## config.mk

```make
export PLATFORM = sky130hd
export DESIGN_NAME = mskand_hpc_vec
export DESIGN_NICKNAME = d
export VERILOG_FILES = /design/src/rtl/mskand_hpc_pkg.sv /design/src/rtl/mskand_hpc_lane.sv /design/src/rtl/mskand_hpc_vec.sv
export SDC_FILE = /design/constraint.sdc
export NUM_CORES = 1
export LEC_CHECK = 0
export ABC_CLOCK_PERIOD_IN_PS = 1900
export CAP_MARGIN = 30
export CELL_PAD_IN_SITES_DETAIL_PLACEMENT = 1
export CELL_PAD_IN_SITES_GLOBAL_PLACEMENT = 1
export CORE_ASPECT_RATIO = 1.75
export CORE_MARGIN = 4
export CORE_UTILIZATION = 41
export DETAILED_ROUTE_END_ITERATION = 8
export PLACE_DENSITY = 0.89
export SYNTH_ARGS = -nofsm -noshare
export SYNTH_HDL_FRONTEND = slang
export SYNTH_SLANG_ARGS = --single-unit
```

## constraint.sdc

```tcl
create_clock -name clk -period 1.9 [get_ports clk]
set_input_delay 0.57 -clock clk [delete_from_list [all_inputs] [get_ports clk]]
set_output_delay 0.57 -clock clk [all_outputs]
set_load 0.01 [all_outputs]
```

## src/rtl/mskand_hpc_pkg.sv

```systemverilog
// Shared sizing helpers for the masked AND (HPC-style) datapath.
// Randomness counts and the pair index are functions of the share count d.
package mskand_hpc_pkg;

   // Refresh randomness per lane: a single bit suffices for two shares.
   function automatic int nref(input int d);
      return (d == 2) ? 1 : d;
   endfunction

   function automatic int nmul(input int d);
      return (d * (d - 1)) / 2;
   endfunction

   function automatic int nrnd(input int d);
      return nref(d) + nmul(d);
   endfunction

   // Position of pair (i,j), i<j, in the lane's multiplication randomness.
   function automatic int pair_idx(input int d, input int i, input int j);
      return i * d - (i * (i + 1)) / 2 + (j - i - 1);
   endfunction

endpackage

```

## src/rtl/mskand_hpc_lane.sv

```systemverilog
// One masked AND lane: refresh of b, registered cross products with
// pairwise randomness, then registered share-wise recombination.
module mskand_hpc_lane
   import mskand_hpc_pkg::*;
#(
   parameter int D = 2
) (
   input  logic               clk,
   input  logic               rst_n,
   input  logic               en,
   input  logic [D-1:0]       a,
   input  logic [D-1:0]       b,
   input  logic [nrnd(D)-1:0] rnd,
   output logic [D-1:0]       out
);

   localparam int NREF = nref(D);
   localparam int NMUL = nmul(D);

   logic [D-1:0]          b_ref;
   logic [D-1:0]          a_q;
   logic [D-1:0]          br_q;
   logic [NMUL-1:0]       rm_q;
   logic [D-1:0][D-1:0]   u_d;
   logic [D-1:0][D-1:0]   u_q;
   logic [D-1:0]          out_d;

   // Every refresh bit enters exactly two shares, so the refresh cancels.
   if (D == 2) begin : g_ref2
      assign b_ref = b ^ {D{rnd[0]}};
   end else begin : g_refn
      always_comb begin
         b_ref = '0;
         for (int i = 0; i < D; i++)
            b_ref[i] = b[i] ^ rnd[i] ^ rnd[(i + D - 1) % D];
      end
   end

   always_ff @(posedge clk or negedge rst_n) begin
      if (!rst_n) begin
         a_q  <= '0;
         br_q <= '0;
         rm_q <= '0;
      end else if (en) begin
         a_q  <= a;
         br_q <= b_ref;
         rm_q <= rnd[NREF +: NMUL];
      end
   end

   // u_d[i][j] and u_d[j][i] share one mask, which cancels on recombination.
   always_comb begin
      u_d = '0;
      for (int i = 0; i < D; i++) begin
         for (int j = 0; j < D; j++) begin
            if (i == j)
               u_d[i][j] = a_q[i] & br_q[j];
            else if (i < j)
               u_d[i][j] = (a_q[i] & br_q[j]) ^ rm_q[pair_idx(D, i, j)];
            else
               u_d[i][j] = (a_q[i] & br_q[j]) ^ rm_q[pair_idx(D, j, i)];
         end
      end
   end

   always_ff @(posedge clk or negedge rst_n) begin
      if (!rst_n)
         u_q <= '0;
      else if (en)
         u_q <= u_d;
   end

   always_comb begin
      out_d = '0;
      for (int i = 0; i < D; i++)
         out_d[i] = ^u_q[i];
   end

   always_ff @(posedge clk or negedge rst_n) begin
      if (!rst_n)
         out <= '0;
      else if (en)
         out <= out_d;
   end

endmodule

```

## src/rtl/mskand_hpc_vec.sv

```systemverilog
// W-lane masked AND with a three-stage pipeline, global enable,
// output-valid tracking and a saturating count of accepted operations.
module mskand_hpc_vec
   import mskand_hpc_pkg::*;
#(
   parameter int d     = 2,
   parameter int W     = 8,
   parameter int CNT_W = 16
) (
   input  logic                  clk,
   input  logic                  rst_n,
   input  logic                  en,
   input  logic                  in_valid,
   input  logic [W*d-1:0]        ina,
   input  logic [W*d-1:0]        inb,
   input  logic [W*nrnd(d)-1:0]  rnd,
   output logic [W*d-1:0]        out,
   output logic                  out_valid,
   output logic [CNT_W-1:0]      op_cnt
);

   localparam int NRND = nrnd(d);

   // Handshake: no backpressure. Any en=1 cycle with in_valid=1 is an accept;
   // out_valid rises exactly three en=1 edges later and holds while en=0.
   logic       accept;
   logic [2:0] vld;

   assign accept    = en & in_valid;
   assign out_valid = vld[2];

   for (genvar k = 0; k < W; k++) begin : g_lane
      mskand_hpc_lane #(
         .D(d)
      ) u_lane (
         .clk   (clk),
         .rst_n (rst_n),
         .en    (en),
         .a     (ina[k*d +: d]),
         .b     (inb[k*d +: d]),
         .rnd   (rnd[k*NRND +: NRND]),
         .out   (out[k*d +: d])
      );
   end

   always_ff @(posedge clk or negedge rst_n) begin
      if (!rst_n)
         vld <= '0;
      else if (en)
         vld <= {vld[1:0], in_valid};
   end

   always_ff @(posedge clk or negedge rst_n) begin
      if (!rst_n)
         op_cnt <= '0;
      else if (accept && (op_cnt != {CNT_W{1'b1}}))
         op_cnt <= op_cnt + 1'b1;
   end

endmodule

```

==> reports/metrics.cfg, run 1 <==
[pwr]
finalPower_mw = 6.017
clock_power_share_pct = 27.9
power.net_switching_mw = 1.694
ir_worst_vdd_uv = 614.4
total_leakage_power_nw = 2.524
sequentialPowerShare_pct = 49.7
sw_frac_of_total_pct = 28.16
share_of_total_power_in_combinational_logic_pct = 22.4
power_report.internal_total_mw = 4.323
power_density_nw_per_um2 = 1013

[floorplan]
num_io_pins = 85
die_y_um = 147.7
core_area_um2 = 10820
die_width_um = 87.85
fp.dieArea_um2 = 12980
initial_utilization_pct = 42.27
rows = 50

[setup_path]
setup.worst_path.end_class = output port
crit_path_end = op_cnt[15]
path_delay_family = buffers and inverters
path_depth = 1
reg2reg_to = op_cnt[7]
startpoint_type = register
worstPathBufferInverterCount = 1
worstPathRequired_ns = 1.33
critical_path.startpoint = op_cnt[15]
crit_type = register to output port
cp_data_arrival_time_ns = 1.28
worstRegToRegCells = 6
slowest_delay_ns = 0.56
timing.critical_path.cells = clkdlybuf4s50_1
reg2reg_from = op_cnt[11]
timing.reg2reg.setup_slack_ns = 0.15
crit_path_top_delay_cell = sky130_fd_sc_hd__clkdlybuf4s50_1
crit_path_max_fo = 3

[synthesis]
synth_cell_types = 27
synth_async_sr_flop_share_pct = 100.0
synth_fp_nets = 467
ys_dominant_reg_cell = sky130_fd_sc_hd__dfrtp_1
synth.yosys.warnings = 0
ys_seq_area_share_pct = 58.53
avgSynthCellArea_um2 = 11.05
number_of_synthesized_register_bits = 107
netlist_area_before_placement_um2 = 4574
synth-edff-count = 0
netlist_instances = 414

[sta]
fin_crit_sh_pct = 97.33
fmax_achieved_ghz = 0.5408
fin_worst_hold_slack_ns = 0.1239
finalHoldViolations = 0
rsz0062_at_grt = false
finalMaxSlewViolations = 0
max_slew.worst_pin.slew_ns = 0.4436
worst_slack_ns = 0.05081
skew_ns = 0.004475
timing.max_slew.rel_slack_pct = 70.21
fin_tns_setup_ns = 0
timing.final.crit_period_ns = 1.849
setup_violations = 0

[routing]
detail_route.vias_per_cell = 5.112
drc = 0
first_pass_iters = 4
highest_routed_metal_layer = met4
routedWlPerCell_um = 16.86
wl_met3_um = 355
met1Wirelength_um = 3976
met2_wirelength_um = 6202
dr.first_iter.drc_count = 76
dr_total_vias = 3277
postRouteAntennaNets = 0
postRouteWirelength_um = 10810

[placed_design]
placed_area_um2 = 5614
place.detailed.hpwl_um = 7578
dp_slack_ns = -0.2236
finalWeightedCongestion = 0.7497
buffer_ports.inserted = 84
numPlacedInstances = 619

[outcome]
run_status = finished, final reports clean

[clock_tree]
cts_inserted_buffers = 9
clock_path_buffers = 2
clk_pin_slew_worst_paths_ns = 0.06
clock_tree.root_cell = sky130_fd_sc_hd__clkbuf_16
clock_tree.htree_level_count = 3
insertion_delay_ns = 0.34
cts_num_sinks = 107
tritoncts = built

[global_routing]
global_route.overflow_total = 0
grt_pass1_wl_um = 17820
antenna_found_initial = 0
grt_max_degree = 80
gr-usage-all-layers_pct = 17.73
via_count_of_the_first_global_routing_pass = 3705

[cells_and_area]
fin_nets = 560
post_route_non_filler_standard_cell_count = 641
syn_to_final_growth_pct = 29.84
stdcell_area_um2 = 5939
num_antenna_cells = 0
postLayoutCoreUtil_pct = 54.88
layout-drive-gt1-share_pct = 14.09
final.fill_count = 1155

[run]
cap_violations = 0

[min_path]
worst_hold_path_type = primary input to async pin

synthesized netlist by cell type (2+ instances only):
library cell	n	area share [%]
sky130_fd_sc_hd__nor3b_1	2	0.33
sky130_fd_sc_hd__nor2_1	51	4.2
sky130_fd_sc_hd__mux2_2	26	6.4
sky130_fd_sc_hd__nor4b_1	3	0.57
sky130_fd_sc_hd__nor4_1	4	0.55
sky130_fd_sc_hd__xnor2_1	36	6.9
sky130_fd_sc_hd__dfrtp_1	107	59
sky130_fd_sc_hd__nand4_1	3	0.41
sky130_fd_sc_hd__buf_1	2	0.16
sky130_fd_sc_hd__xor2_1	26	5.0
sky130_fd_sc_hd__inv_1	17	1.4
sky130_fd_sc_hd__clkbuf_1	11	0.90
sky130_fd_sc_hd__nand2_1	22	1.8
sky130_fd_sc_hd__buf_2	4	0.44
sky130_fd_sc_hd__nand3_1	24	2.6
sky130_fd_sc_hd__o21ai_0	17	1.9
sky130_fd_sc_hd__nor3_1	2	0.22
sky130_fd_sc_hd__a21oi_1	48	5.3
registers in the layout, indices dropped and copies added, names as in the netlist:
signal,count
g_lane.u_lane.out,16
g_lane.u_lane.rm_q,8
op_cnt,16
g_lane.u_lane.br_q,16
g_lane.u_lane.u_q,32
g_lane.u_lane.a_q,16
vld,3
worst min-delay path by stage:
stage,endpoint,cells past startpoint,from
4_1_cts,g_lane[6].u_lane.rm_q,1,rst_n
2_1_floorplan,g_lane[0].u_lane.a_q[0],0,rst_n
5_1_grt,g_lane[6].u_lane.rm_q,1,rst_n
6_report,g_lane[6].u_lane.rm_q,1,rst_n
3_5_place_dp,g_lane[6].u_lane.rm_q,1,rst_n
3_3_place_gp,g_lane[6].u_lane.a_q[1],1,rst_n
power groups by stage:
stage / Clock (mW) / Combinational, mW / Sequential [mW]
finish: 1.68 / 1.35 / 2.99
global route: 1.83 / 1.49 / 3.04
floorplan: 0 / 0.597 / 3.04
CTS: 1.74 / 1.38 / 2.99
global placement: 0 / 1.25 / 3.01
detailed placement: 0 / 1.33 / 3.04
per-layer routing:
layer	global-route usage [%]	vias to the layer above
met1	19.14	1627
li1	-	1563
met5	0	-
met2	32.85	64
met3	3.235	23
met4	7.220	0
kinds of logic (layout without fill, tap and decap cells):
group | count (synthesis) | count (layout) | synth area share, %
and+or+nand+nor | 116 | 116 | 12.20
DFF | 107 | 107 | 58.53
AOI/OAI and AO/OA | 67 | 67 | 7.495
xor gates and xnor gates | 62 | 62 | 11.87
buffers and inverters | 34 | 131 | 2.899
muxes | 27 | 27 | 6.729
adders and majority gates | 1 | 1 | 0.2735
what timing repair did:
action,4_1_cts,5_1_grt
pin swaps,0,0
gates cloned,0,0
hold buffers,0,0
gates resized for setup,15,3
buffers inserted,7,0
setup endpoints to repair,14,3
layout by cell type (no fill, tap or decap), drive strengths merged:
master	count
a21oi	48
buf	17
clkbuf	12
clkdlybuf4s50	74
clkinv	3
dfrtp	107
dlygate4sd2	6
dlymetal6s2s	2
ha	1
inv	17
mux2	27
nand2	22
nand3	24
nand3b	1
nand4	5
nor2	52
nor3	2
nor3b	2
nor4	5
nor4b	3
o21a	1
o21ai	17
o21ba	1
xnor2	36
xor2	26
final cells by class:
type / instances / area [um^2] / share of cell area [%]
multi-input cells: 273 / 1767 / 29.75
flip-flops and latches: 107 / 2689 / 45.27
clock inverters: 3 / 15.01 / 0.2528
repair buffers: 99 / 996.0 / 16.77
clock buffers: 12 / 246.5 / 4.150
inverters: 17 / 63.81 / 1.074
well taps: 130 / 162.7 / 2.739
(Power assumes the default switching activity.)
==> run 2: changes to the inputs <==
CELL_PAD_IN_SITES_DETAIL_PLACEMENT = unset   (was 1)
CELL_PAD_IN_SITES_GLOBAL_PLACEMENT = unset   (was 1)
CORE_UTILIZATION = 52   (was 41)
==> reports/metrics.cfg, run 2 (synthesized netlist as in run 1, its figures left out) <==
[clock_tree]
clk_pin_slew_worst_paths_ns = 0.07
clock_path_buffers = 2
cts_inserted_buffers = 9
clock_tree.htree_level_count = 3
cts_num_sinks = 107
clock_tree.root_cell = sky130_fd_sc_hd__clkbuf_16
tritoncts = built
insertion_delay_ns = 0.34
ctsHoldBuffers = 0

[setup_path]
startpoint_type = register
crit_path_top_delay_cell = sky130_fd_sc_hd__clkdlybuf4s50_1
slowest_delay_ns = 0.56
crit_path_max_fo = 2
reg2reg_from = op_cnt[0]
reg2reg_to = op_cnt[4]
worstPathRequired_ns = 1.33
setup.worst_path.end_class = output port
worstPathBufferInverterCount = 1
path_depth = 1
timing.reg2reg.setup_slack_ns = 0.12
path_delay_family = buffers and inverters
timing.critical_path.cells = clkdlybuf4s50_1
crit_type = register to output port
worstRegToRegCells = 7
cp_data_arrival_time_ns = 1.28

[cells_and_area]
fin_nets = 562
syn_to_final_growth_pct = 30.53
final_common_cell = sky130_fd_sc_hd__dfrtp_1
register_ranked_first_by_flip_flop_count = g_lane.u_lane.u_q
stdcell_area_um2 = 5971
layout-drive-gt1-share_pct = 14.40
num_antenna_cells = 0
final.fill_count = 618
final_cell_mix = 100 x sky130_fd_sc_hd__dfrtp_1, 72 x sky130_fd_sc_hd__clkdlybuf4s50_1, 51 x sky130_fd_sc_hd__nor2_1, 48 x sky130_fd_sc_hd__a21oi_1, 36 x sky130_fd_sc_hd__xnor2_1
largest_register_ff_count = 32
postLayoutCoreUtil_pct = 69.31
post_route_non_filler_standard_cell_count = 631

[sta]
skew_ns = 0.006975
rsz0062_at_grt = false
fin_tns_setup_ns = 0
max_slew.worst_pin.slew_ns = 0.4992
setup_violations = 0
timing.max_slew.rel_slack_pct = 66.72
finalHoldViolations = 0
fmax_achieved_ghz = 0.5394
timing.final.crit_period_ns = 1.854
finalMaxSlewViolations = 0
fin_crit_sh_pct = 97.57

[floorplan]
num_io_pins = 85
rows = 45
initial_utilization_pct = 53.10
die_y_um = 132.1
die_width_um = 78.90
fp.dieArea_um2 = 10420
core_area_um2 = 8615

[placed_design]
placed_area_um2 = 5598
place.detailed.hpwl_um = 6528
finalWeightedCongestion = 0.7854
buffer_ports.inserted = 84
numPlacedInstances = 606

[global_routing]
via_count_of_the_first_global_routing_pass = 3381
antenna_found_initial = 0
grt_pass1_wl_um = 15610
grt_max_degree = 82
global_route.overflow_total = 0
gr-usage-all-layers_pct = 19.19

[pwr]
total_leakage_power_nw = 2.580
ir_worst_vdd_uv = 799.2
power_density_nw_per_um2 = 1027
finalPower_mw = 6.129

[run]
cap_violations = 0

[routing]
first_pass_iters = 4
postRouteWirelength_um = 9303
routedWlPerCell_um = 14.74
detail_route.vias_per_cell = 5.089
postRouteAntennaNets = 0
drc = 0
dr.first_iter.drc_count = 164
dr_total_vias = 3211

[min_path]
worst_hold_path_type = primary input to async pin

[outcome]
run_status = finished, final reports clean

[run 2: power by group]
part	switching, mW	leakage (nW)	internal [mW]
registers	0.313	1.26	2.66
logic	0.593	1.18	0.757
clock network	0.829	0.144	0.979
total	1.73	2.58	4.39
[run 2: layout make-up]
cell class,instances,area [um^2],area share [%]
Sequential cell,107,2686,44.99
Clock inverter,5,45.04,0.7544
Inverter,17,63.81,1.069
Tap cell,117,146.4,2.452
Clock buffer,11,252.7,4.233
Multi-Input combinational cell,273,1764,29.55
Timing Repair Buffer,101,1012,16.95
[run 2: worst max-delay path by stage]
| stage | slack, ns | start | endpoint |
|---|---|---|---|
| floorplan | 0.29 | en | g_lane[2].u_lane.br_q[1] |
| global placement | -0.1 | in_valid | op_cnt[15] |
| detailed placement | -0.16 | in_valid | op_cnt[13] |
| CTS | 0.005 | op_cnt[1] | op_cnt[1] |
| global route | 0.005 | g_lane[0].u_lane.out[1] | out[1] |
| finish | 0.05 | g_lane[5].u_lane.out[1] | out[11] |
[run 2: through the flow]
step	hold WS, ns	setup WS, ns
global route	0.2177	0.005179
global placement	0.4891	-0.09867
detailed placement	0.5042	-0.1589
CTS	0.1926	0.005129
floorplan	0.2744	0.2931
finish	0.1959	0.04620
[run 2: what timing repair did]
| item | 4_1_cts | 5_1_grt |
|---|---|---|
| setup buffers | 7 | 2 |
| cloned | 0 | 0 |
| gates resized for setup | 14 | 3 |
| endpoints found under the setup margin | 14 | 6 |
| pin swaps | 0 | 1 |
[run 2: metal layers]
metal | GRT usage [%] | vias up | wire length, um
met2 | 33.35 | 78 | 5111
met5 | 0 | - | 0
li1 | - | 1579 | -
met4 | 7.457 | 0 | 146
met3 | 4.788 | 12 | 391
met1 | 22.53 | 1542 | 3654
==> run 3: changes to the inputs <==
GPL_ROUTABILITY_DRIVEN = 0   (was unset)
==> results of run 3 <==
No change in the layout: final DEF, timing and power equal those of run 2.
